==> config.mk <==
export PLATFORM = sky130hd
export DESIGN_NAME = i2s_audio_rx
export DESIGN_NICKNAME = d
export VERILOG_FILES = /design/src/rtl/i2s_audio_rx.sv
export SDC_FILE = /design/constraint.sdc
export NUM_CORES = 1
export LEC_CHECK = 0
export CAP_MARGIN = 20
export CORE_UTILIZATION = 55
export CTS_CLUSTER_SIZE = 14
export DETAILED_ROUTE_END_ITERATION = 12
export PLACE_DENSITY = 0.75
export SYNTH_ARGS = -nofsm -noshare
export SYNTH_HDL_FRONTEND = slang
export SYNTH_SLANG_ARGS = --single-unit
==> constraint.sdc <==
create_clock -name clk -period 2.2 [get_ports clk]
set_input_delay 0.55 -clock clk [delete_from_list [all_inputs] [get_ports clk]]
set_output_delay 0.55 -clock clk [all_outputs]
set_load 0.005 [all_outputs]
==> src/rtl/i2s_audio_rx.sv <==
// i2s_audio_rx
//   I2S receiver running entirely in the system clock domain. The raw SCK,
//   WS and SD pins are oversampled through synchronisers, and the framing
//   logic steps once per detected SCK rising edge. The top A bits of each
//   word on the selected channel are kept, and one sample per frame is
//   presented to the FM modulator.
//
// Ports
//   clk             system clock, at least 4x the SCK frequency
//   rst             synchronous active-high reset
//   i2s_sck         raw I2S bit clock (asynchronous)
//   i2s_ws          raw word select, 0 = left, 1 = right (asynchronous)
//   i2s_sd          raw serial data, MSB first, two's complement (asynchronous)
//   i2s_ws_align    0: standard I2S (MSB one SCK after the WS edge),
//                   1: left-justified (MSB on the WS-edge SCK)
//   audio_chan_sel  0: output left words, 1: output right words
//   audio           last complete sample, held between updates
//   audio_valid     one-clk pulse when audio updates
//   locked          high after the first WS edge, low after reset or timeout

module i2s_audio_rx #(
  parameter int A    = 8,
  parameter int TO_W = 8
) (
  input  logic         clk,
  input  logic         rst,
  input  logic         i2s_sck,
  input  logic         i2s_ws,
  input  logic         i2s_sd,
  input  logic         i2s_ws_align,
  input  logic         audio_chan_sel,
  output logic [A-1:0] audio,
  output logic         audio_valid,
  output logic         locked
);

  localparam int CW = $clog2(A + 1);

  typedef enum logic [1:0] {
    IDLE,
    WAIT_MSB,
    SHIFT,
    DONE
  } state_e;

  logic            sckS1_q, sckS2_q, sckS3_q;
  logic            wsS1_q, wsS2_q;
  logic            sdS1_q, sdS2_q;

  logic            wsPrev_q;
  state_e          state_q;
  logic [CW-1:0]   bitCnt_q;
  logic [A-2:0]    shiftReg_q;
  logic            chan_q;
  logic            sel_q;
  logic [TO_W-1:0] toCnt_q;
  logic [TO_W-1:0] toCnt_d;
  logic [A-1:0]    audio_q;
  logic            audioValid_q;
  logic            locked_q;

  logic            sckRise;
  logic            wsEdge;
  logic            timeout;
  logic            wordStart;
  logic [A-1:0]    shiftReg_d;

  // Two-flop synchronisers on all three pins. SCK gets a third flop so a
  // rising edge can be detected from two already-synchronised samples.
  always_ff @(posedge clk) begin
    if (rst) begin
      sckS1_q <= 1'b0;
      sckS2_q <= 1'b0;
      sckS3_q <= 1'b0;
      wsS1_q  <= 1'b0;
      wsS2_q  <= 1'b0;
      sdS1_q  <= 1'b0;
      sdS2_q  <= 1'b0;
    end else begin
      sckS1_q <= i2s_sck;
      sckS2_q <= sckS1_q;
      sckS3_q <= sckS2_q;
      wsS1_q  <= i2s_ws;
      wsS2_q  <= wsS1_q;
      sdS1_q  <= i2s_sd;
      sdS2_q  <= sdS1_q;
    end
  end

  // Edge/event decode. A timed-out receiver ignores the rise that happens to
  // coincide with the saturated counter, so framing always restarts from a
  // clean IDLE. The shift candidate is built once here so the completing
  // rise can output the full word straight away.
  always_comb begin
    sckRise    = sckS2_q & ~sckS3_q;
    wsEdge     = wsS2_q ^ wsPrev_q;
    timeout    = &toCnt_q;
    wordStart  = sckRise & wsEdge & ~timeout;
    shiftReg_d = {shiftReg_q, sdS2_q};
    toCnt_d    = toCnt_q;
    if (sckRise) begin
      toCnt_d = '0;
    end else if (!timeout) begin
      toCnt_d = toCnt_q + 1'b1;
    end
  end

  // SCK inactivity counter: cleared by every SCK rise, saturates at all-ones.
  always_ff @(posedge clk) begin
    if (rst) begin
      toCnt_q <= '0;
    end else begin
      toCnt_q <= toCnt_d;
    end
  end

  // Framing FSM with registered outputs. The state-specific work (shifting,
  // completing a word) is done first; a WS edge on the same rise then
  // overrides the framing registers to start the next word, so a word whose
  // last bit coincides with the edge still completes and is output. Mode and
  // channel select are captured only at word start so mid-word changes only
  // affect the following word.
  always_ff @(posedge clk) begin
    if (rst) begin
      wsPrev_q     <= 1'b0;
      state_q      <= IDLE;
      bitCnt_q     <= '0;
      shiftReg_q   <= '0;
      chan_q       <= 1'b0;
      sel_q        <= 1'b0;
      audio_q      <= '0;
      audioValid_q <= 1'b0;
      locked_q     <= 1'b0;
    end else begin
      audioValid_q <= 1'b0;
      if (timeout) begin
        state_q  <= IDLE;
        locked_q <= 1'b0;
        wsPrev_q <= wsS2_q;
        bitCnt_q <= '0;
      end else if (sckRise) begin
        wsPrev_q <= wsS2_q;
        case (state_q)
          IDLE: begin
          end
          WAIT_MSB: begin
            shiftReg_q <= shiftReg_d[A-2:0];
            bitCnt_q   <= CW'(1);
            state_q    <= SHIFT;
          end
          SHIFT: begin
            if (bitCnt_q == CW'(A - 1)) begin
              if (chan_q == sel_q) begin
                audio_q      <= shiftReg_d;
                audioValid_q <= 1'b1;
              end
              state_q <= DONE;
            end else begin
              shiftReg_q <= shiftReg_d[A-2:0];
              bitCnt_q   <= bitCnt_q + 1'b1;
            end
          end
          DONE: begin
          end
          default: begin
            state_q <= IDLE;
          end
        endcase

        if (wordStart) begin
          locked_q <= 1'b1;
          chan_q   <= wsS2_q;
          sel_q    <= audio_chan_sel;
          if (i2s_ws_align) begin
            shiftReg_q <= shiftReg_d[A-2:0];
            bitCnt_q   <= CW'(1);
            state_q    <= SHIFT;
          end else begin
            bitCnt_q <= '0;
            state_q  <= WAIT_MSB;
          end
        end
      end
    end
  end

  assign audio       = audio_q;
  assign audio_valid = audioValid_q;
  assign locked      = locked_q;

endmodule

==> flow_summary_export.csv, run 1 <==
group,metric,value,unit
global_route,met1_usage,26.5,%
run_status,violations,"design-rule violations",
clock_network,cts_sinks,41,
power,p_sw_share,21.3,%
logic_synthesis,synthCells,175,
clock_network,cts_max_level,2,
global_route,grt_pass1_vias,1266,
power,powerDensity,649,mW/mm2
sta,timing.final.crit_share,87.0,%
setup_path,worst-setup-path-type,"reg -> reg",
detailed_routing,totalWireLength,3240,um
sta,max_freq,522,MHz
detailed_routing,ant_nets,0,
global_route,grt_usage,22.2,%
setup_path,r2r_start,"state_q[0]",
global_route,grt_pass1_wl,5580,um
layout,utilization,70.0,%
min_path,min_from,"sckS1_q",
clock_network,cts_setup_buffers,0,
run_status,outcome,"finished with violations",
layout,antennaDiodeCount,0,
power,pwr-share-seq,59.2,%
detailed_routing,drt_iter0_drc,51,
power,p_sw,276,uW
sta,slew_headroom,63.7,%
clock_network,clockRootBuffer,"clkbuf_4",
floorplanning,die-width,57.8,um
power,finalPower,1300,uW
clock_network,cts_resized,0,
floorplanning,io-pin-count,17,
global_route,top_usage_layer,"met2",
setup_path,regToRegSetupSlack,290,ps
detailed_routing,post_drt_wl_per_cell,14.3,um
power,internal_power,1020,uW
layout,final_common_cell,"dfxtp_1",
setup_path,r2r_end,"shiftReg_q[1]",
layout,finish.net_count,207,
floorplanning,start_util,60.1,%
clock_network,clockBufferDepth,2,
global_route,use_met2,37.3,%
sta,fin_skew,9.48,ps
setup_path,slowest_delay,520,ps
logic_synthesis,ys_seq_area_share,47.8,%
logic_synthesis,synth.distinct_cells,43,
min_path,hold_depth,1,
floorplanning,dieArea,0.00335,mm2
setup_path,arrival,2210,ps
place,io_buffers,16,
place,post_dp_cell_area,0.00192,mm2
clock_network,cts_made_buffers,5,
global_route,grt_start_max_net_pins,17,
sta,maxSlewViolCount,0,
logic_synthesis,syn_area,0.00172,mm2
setup_path,rr_worst_depth,5,
sta,fin_tns_setup,0,ps
layout,fin_area,0.00200,mm2
power,irDropWorstVdd,0.496,mV
setup_path,worstSetupStartpointType,"flip-flop",
clock_network,clock_latency,350,ps
min_path,min_to,"sckS2_q",
setup_path,crit_chain,"inv_1, ha_1, or3_4, a2111oi_4, a22o_1",
min_path,hp-class,"reg -> reg",
place,gp_congestion,0.837,
sta,timing_hold_violations_final,0,
detailed_routing,drc,2,
detailed_routing,vias,1342,
floorplanning,num_rows,19,
floorplanning,coreArea,0.00285,mm2
power,comb_power_share,5.4,%
logic_synthesis,yosysWarnings,0,
place,dp_hpwl,2400,um
logic_synthesis,synth_seq_cells,41,
power,power.share.clock,35.4,%
power,p_leak,0.000772,uW
sta,period_needed,1910,ps
global_route,antenna_found_initial,0,
logic_synthesis,synth_nets,186,
floorplanning,die_h,57.8,um
detailed_routing,drt-vias-per-instance,5.91,
sta,worst_pin_slew,544,ps
clock_network,cts.clk_slew.worst_paths,110,ps
logic_synthesis,syn_avg_cell_area,9.80,um2
setup_path,cp-end-kind,"flip-flop",
setup_path,crit_fanout,7,
global_route,use_met3,6.92,%
layout,final_cell_mix,"dfxtp_1, nor2_1, clkdlybuf4s50_1",
layout,layout-drive-gt1-share,11.2,%
sta,setup_viol,0,
global_route,grt_overflow,0,
clock_network,cts_tree,"done",
sta,rsz0062_at_grt,"no",
detailed_routing,detailedRoute.firstPassIterationCount,8,
clock_network,ctsHoldBuffers,0,
flow_run,drv_cap,0,
layout,area_growth,16.4,%
setup_path,cp_slowest_cell,"a2111oi_4",
setup_path,cp.required,2500,ps
==> worst max path at each step <==
stage                       from            end  slack [ps]  cells after the start
floorplan             state_q[0]  shiftReg_q[0]         440                      5
global placement             rst  shiftReg_q[3]         260                      3
detailed placement  i2s_ws_align  shiftReg_q[1]         200                      4
CTS                   state_q[0]  shiftReg_q[1]         280                      5
global route          state_q[0]    bitCnt_q[3]         180                      6
finish                state_q[0]  shiftReg_q[1]         290                      5
==> cell families after synthesis <==
group / synth area share (%)
DFF: 47.8
muxes: 6.42
AOI/OAI and AO/OA: 17.5
adders and majority gates: 2.92
xor gates and xnor gates: 2.48
and+or+nand+nor: 20.4
buffers and inverters: 2.48
==> cell type report <==
cell class                      instances  area (um2)
Multi-Input combinational cell        123         852
Inverter                                4        15.0
Tap cell                               31        38.8
Clock inverter                          2        35.0
Sequential cell                        41         821
Clock buffer                            5        37.5
Fill cell                             241         856
Timing Repair Buffer                   21         198
==> critical path: cells and delay by family (launching register included) <==
| kind | cells | cell delay (ps) |
|---|---|---|
| buffers and inverters | 1 | 60 |
| AOI/OAI and AO/OA | 2 | 720 |
| DFF | 1 | 380 |
| and+or+nand+nor | 1 | 410 |
| adders and majority gates | 1 | 300 |
==> Yosys cell counts (all sizes together) <==
library cell	instances	area (um2)
ha	4	50.1
o211a	1	10.0
xor2	2	25.0
o311ai	1	8.76
nand4b	1	8.76
o31ai	1	7.51
nand2	7	26.3
o21a	1	7.51
or3	2	18.8
o211ai	3	22.5
nor2b	8	50.1
and2b	1	8.76
a2111oi	1	27.5
nand3b	2	15.0
a31oi	2	12.5
nor3	6	30.0
dfxtp	41	821
o21ai	6	30.0
o2bb2ai	1	8.76
nor4bb	1	10.0
o221a	2	22.5
nor4	1	6.26
buf	1	5.00
xnor2	2	17.5
and4	2	18.8
o2111ai	1	8.76
mux2i	11	110
and4b	1	11.3
nand3	6	30.0
a22o	7	61.3
clkbuf	6	22.5
a21boi	1	7.51
nand4	3	18.8
inv	4	15.0
a21oi	10	50.1
nor2	20	77.6
nand2b	2	12.5
and3	1	6.26
a211oi	2	15.0
==> power groups by stage <==
stage          registers (uW)  clock network [uW]  logic, uW
6_report                  768                 459       70.1
5_1_grt                   769                 502       78.4
4_1_cts                   768                 469       70.7
3_5_place_dp              785                   0       70.3
3_3_place_gp              784                   0       66.6
2_1_floorplan             782                   0       43.6
==> per-stage QoR <==
step	std cells	hold slack [ps]	worst slack [ps]
after detailed placement	220	429	202
after floorplan	175	414	443
after global placement	220	420	262
after global routing	227	475	184
after CTS	227	456	275
final	227	450	286
==> layer usage <==
layer | up-vias | part of all wire [%] | wire (um)
met3 | 6 | 4.3 | 139
li1 | 683 | - | -
met2 | 30 | 48 | 1560
met4 | 0 | 1.5 | 48
met5 | - | 0 | 0
met1 | 623 | 46 | 1500
==> registers in the layout, indices dropped and copies added (netlist names), 2 cells and up <==
signal / count
toCnt_q: 8
state_q: 2
bitCnt_q: 4
audio: 8
shiftReg_q: 7
(Power assumes the default switching activity.)
==> inputs of run 2 (changes only) <==
--- a/config.mk
+++ b/config.mk
@@ -6,10 +6,11 @@
 export NUM_CORES = 1
 export LEC_CHECK = 0
 export CAP_MARGIN = 20
-export CORE_UTILIZATION = 55
+export CORE_UTILIZATION = 59
 export CTS_CLUSTER_SIZE = 14
 export DETAILED_ROUTE_END_ITERATION = 12
-export PLACE_DENSITY = 0.75
+export GPL_ROUTABILITY_DRIVEN = 0
+export PLACE_DENSITY = 0.8
 export SYNTH_ARGS = -nofsm -noshare
 export SYNTH_HDL_FRONTEND = slang
 export SYNTH_SLANG_ARGS = --single-unit
==> constraint.sdc (replaced) <==
create_clock -name clk -period 2.4 [get_ports clk]
set_input_delay 0.6 -clock clk [delete_from_list [all_inputs] [get_ports clk]]
set_output_delay 0.6 -clock clk [all_outputs]
set_load 0.005 [all_outputs]
==> run 2 against run 1 <==
  * Total power down 5.3%
  * First-iteration DRC count up 120%
  * Largest power group unchanged
  * Cell count unchanged
  * The run now ends clean
  * Sequential power down 8.3%
  * Utilization up 2.6 points
  * Worst hold slack better by 4.1 ps
  * Register-to-register slack better by 160 ps
  * Clock-buffer cell count up 2
  * Largest cell class unchanged
  * Clock power about the same
  * Critical endpoint is now bitCnt_q[3]
==> flow_summary_export.csv, run 2 (synthesis gave the netlist of run 1 again) <==
group,metric,value,unit
run_status,outcome,"complete, no violations",
layout,finish.net_count,206,
global_route,grt_usage,23.5,%
power,p_leak,0.000772,uW
power,internal_power,971,uW
floorplanning,die_h,55.9,um
sta,setup_viol,0,
floorplanning,io-pin-count,17,
place,dp_hpwl,2420,um
flow_run,drv_cap,0,
clock_network,clockRootBuffer,"clkbuf_4",
setup_path,worst-setup-path-type,"reg -> reg",
min_path,min_from,"wsS1_q",
min_path,min_to,"wsS2_q",
clock_network,cts_tree,"done",
sta,slew_headroom,63.6,%
global_route,grt_pass1_vias,1321,
sta,timing.final.crit_share,81.6,%
layout,seq_area,821,um2
clock_network,cts_setup_buffers,0,
clock_network,cts_sinks,41,
detailed_routing,ant_nets,0,
min_path,hp-class,"reg -> reg",
layout,stdcell_count,227,
clock_network,clockBufferDepth,2,
power,p_sw_share,20.9,%
floorplanning,dieArea,0.00313,mm2
layout,utilization,72.6,%
detailed_routing,post_drt_wl_per_cell,14.8,um
place,post-place-cells,219,
clock_network,cts_max_level,2,
sta,maxSlewViolCount,0,
layout,antennaDiodeCount,0,
floorplanning,coreArea,0.00276,mm2
floorplanning,num_rows,19,
power,power.share.clock,37.5,%
sta,period_needed,1960,ps
detailed_routing,drt-vias-per-instance,5.99,
layout,final_common_cell,"dfxtp_1",
setup_path,r2r_end,"bitCnt_q[3]",
clock_network,cts.clk_slew.worst_paths,120,ps
setup_path,r2r_start,"state_q[0]",
detailed_routing,vias,1359,
sta,fin_skew,9.78,ps
sta,fin_tns_setup,0,ps
clock_network,clock_latency,340,ps
detailed_routing,drc,0,
setup_path,cp-end-kind,"flip-flop",
min_path,hold_depth,1,
global_route,grt_start_max_net_pins,16,
detailed_routing,totalWireLength,3360,um
global_route,antenna_found_initial,0,
detailed_routing,drt_iter0_drc,112,
setup_path,regToRegSetupSlack,440,ps
power,pwr-share-seq,57.3,%
sta,worst_pin_slew,545,ps
power,irDropWorstVdd,0.600,mV
global_route,grt_overflow,0,
layout,layout-drive-gt1-share,10.7,%
sta,max_freq,511,MHz
floorplanning,die-width,55.9,um
power,comb_power_share,5.2,%
layout,final_cell_mix,"dfxtp_1, nor2_1, clkdlybuf4s50_1",
setup_path,cp.required,2680,ps
layout,multi_input_area,852,um2
detailed_routing,detailedRoute.firstPassIterationCount,4,
floorplanning,start_util,62.2,%
clock_network,cts_made_buffers,5,
power,powerDensity,613,mW/mm2
setup_path,rr_worst_depth,6,
place,io_buffers,16,
sta,timing_hold_violations_final,0,
global_route,grt_pass1_wl,5740,um
clock_network,cts_resized,0,
sta,rsz0062_at_grt,"no",
setup_path,worstSetupStartpointType,"flip-flop",
sta,hold-worst-slack,454,ps
power,p_sw,256,uW
layout,fillerInstances,214,
setup_path,crit_fanout,6,
layout,area_growth,16.7,%
setup_path,arrival,2240,ps
clock_network,ctsHoldBuffers,0,
-- run 2: layout make-up --
class,count,area share [%]
Clock buffer,7,2.75
Clock inverter,1,1.50
Inverter,4,0.750
Multi-Input combinational cell,123,42.6
Sequential cell,41,41.0
Tap cell,31,1.94
Timing Repair Buffer,20,9.50
-- run 2: routing by layer --
| layer | vias to the layer above | part of all wire [%] | GRT usage, % |
|---|---|---|---|
| li1 | 680 | - | - |
| met1 | 632 | 45 | 30.6 |
| met2 | 42 | 49 | 37.2 |
| met3 | 5 | 5.2 | 4.88 |
| met4 | 0 | 1.4 | 11.8 |
| met5 | - | 0 | 0 |
-- run 2: critical path, cell delays in order (launching register included) --
cell and delay (ps):
dfxtp_1 380, inv_1 60, ha_1 270, and4b_2 280, or3_2 480, a21oi_1 220
mux2i_1 200
-- run 2: through the flow --
stage	setup slack, ps	cell area, um2	power, uW
detailed placement	323	1920	782
floorplan	643	1720	757
finish	442	2000	1230
CTS	452	2000	1240
global route	308	2000	1270
global placement	373	1920	778
-- run 2: how the worst max path moves through the flow --
| stage | startpoint | end | slack, ps | cells past startpoint |
|---|---|---|---|---|
| final | state_q[0] | bitCnt_q[3] | 440 | 6 |
| after global routing | toCnt_q[0] | shiftReg_q[4] | 310 | 6 |
| after CTS | state_q[0] | shiftReg_q[5] | 450 | 5 |
| after detailed placement | rst | shiftReg_q[5] | 320 | 3 |
| after global placement | rst | shiftReg_q[4] | 370 | 3 |
| after floorplan | state_q[0] | shiftReg_q[0] | 640 | 5 |
-- run 2: power groups by stage --
stage	clock network [uW]	registers [uW]	logic, uW
2_1_floorplan	0	717	40.0
3_3_place_gp	0	718	59.5
3_5_place_dp	0	719	63.0
4_1_cts	468	704	63.6
5_1_grt	494	706	70.8
6_report	460	704	63.5
==> RTL change: new RTL, config.mk and constraints of run 1 <==
Re-encode `state_e` (4 states) as one-hot, 4 bits wide.
--- a/src/rtl/i2s_audio_rx.sv
+++ b/src/rtl/i2s_audio_rx.sv
@@ -37,9 +37,9 @@
   localparam int CW = $clog2(A + 1);
 
-  typedef enum logic [1:0] {
-    IDLE,
-    WAIT_MSB,
-    SHIFT,
-    DONE
+  typedef enum logic [3:0] {
+    IDLE     = 4'b0001,
+    WAIT_MSB = 4'b0010,
+    SHIFT    = 4'b0100,
+    DONE     = 4'b1000
   } state_e;
 
Formal check against the unedited RTL: same outputs for any inputs over 10 cycles, from zero or initial values and one cycle with rst high; not proved beyond that.
==> RTL change against run 1 <==
  * Core utilization down 2.1 points
  * Clock power down 16%
  * Area after synthesis rose by 7.0%
  * Routed wire length up 8.4%
  * Power is 2.5% lower
  * First-iteration DRC count rose by 59%
  * Non-clock buffer count unchanged
  * Sequential cell count is 2 higher
  * Worst hold slack better by 3.1 ps
  * Sequential power increased by 4.7%
  * Maximum frequency is 7.8% higher
  * Combinational power is 4.1% higher
  * Setup slack better by 140 ps
  * Final area rose by 5.5%
==> RTL change: results <==
{
  "clk_pin_slew_ps": 130,
  "gp_congestion": 0.818,
  "grt_max_degree": 28,
  "crit_fanout": 2,
  "fill_cells": 283,
  "irDropWorstVdd_mv": 0.438,
  "worst_pin_slew_ps": 605,
  "synthTopCellsByCount": "43 x dfxtp_1, 20 x a21oi_1, 19 x o21ai_0",
  "dr.pass1.iters": 4,
  "ys_top_cells_by_area": "dfxtp_1 47%, a21oi_1 5.5%, o21ai_0 5.2%, nand3_1 4.1%, mux2i_1 3.8%",
  "reg2reg_setup_slack_ps": 450,
  "layout.cells.non_filler": 268,
  "dpl_cell_area_mm2": 0.00205,
  "dp_slack_ps": 299,
  "avgSynthCellArea_um2": 8.95,
  "syn_nets": 214,
  "dp_cells": 260,
  "cp.arrival_ps": 1230,
  "routed_wl_um": 3520,
  "dp_hpwl_um": 2500,
  "grt_usage_pct": 23.0,
  "hold_end": "wsS2_q",
  "slowest_stage": "clkdlybuf4s50_1",
  "grt_pass1_vias": 1399,
  "fin_skew_ps": 15.2,
  "yosysSeqAreaShare_pct": 46.9,
  "whs_ps": 453,
  "fin_ws_ps": 424,
  "status": "complete, no violations"
}
[RTL change: changes by cell type in the layout (fill, tap and decap cells not counted), sizes merged, moves of 3 or more]
cell / run 1 / this run
nand2b: 2 / 11
o21ai: 6 / 21
a22o: 7 / 0
nor2: 20 / 9
xor2: 2 / 5
nand2: 7 / 10
nand3: 6 / 15
inv: 4 / 1
mux2i: 11 / 7
and3: 1 / 4
a21oi: 10 / 21
[RTL change: routing by layer]
metal	global-route usage, %	wire (um)	vias to the layer above
li1	-	-	770
met1	28.9	1660	724
met2	34.6	1650	44
met3	8.44	153	7
met4	11.6	53	0
met5	0	0	-
[RTL change: final cells by class]
cell class              count  area [um^2]  area share (%)
multi-input cells         151          931            44.2
flip-flops and latches     43          861            40.9
repair buffers             21          198            9.39
well taps                  44         55.1            2.61
clock buffers               5         37.5            1.78
clock inverters             3         20.0           0.951
inverters                   1         3.75           0.178
[RTL change: logic make-up after synthesis]
group	share of synthesized area (%)
muxes	3.82
adders and majority gates	1.36
xor gates and xnor gates	3.34
buffers and inverters	2.39
AOI/OAI and AO/OA	17.3
DFF	46.9
and+or+nand+nor	24.9
[RTL change: power by group]
| part | internal (mW) | switching, mW |
|---|---|---|
| Sequential | 0.793 | 0.0113 |
| Combinational | 0.0363 | 0.0367 |
| Clock | 0.122 | 0.265 |
| Total | 0.952 | 0.313 |
[RTL change: worst max path at each step]
stage                    end  slack, ps         start
2_1_floorplan    bitCnt_q[3]        670   bitCnt_q[0]
3_3_place_gp   shiftReg_q[6]        350  i2s_ws_align
3_5_place_dp   shiftReg_q[5]        300  i2s_ws_align
6_report            audio[4]        420      audio[4]
4_1_cts             audio[2]        410      audio[2]
5_1_grt        shiftReg_q[4]        320    state_q[1]
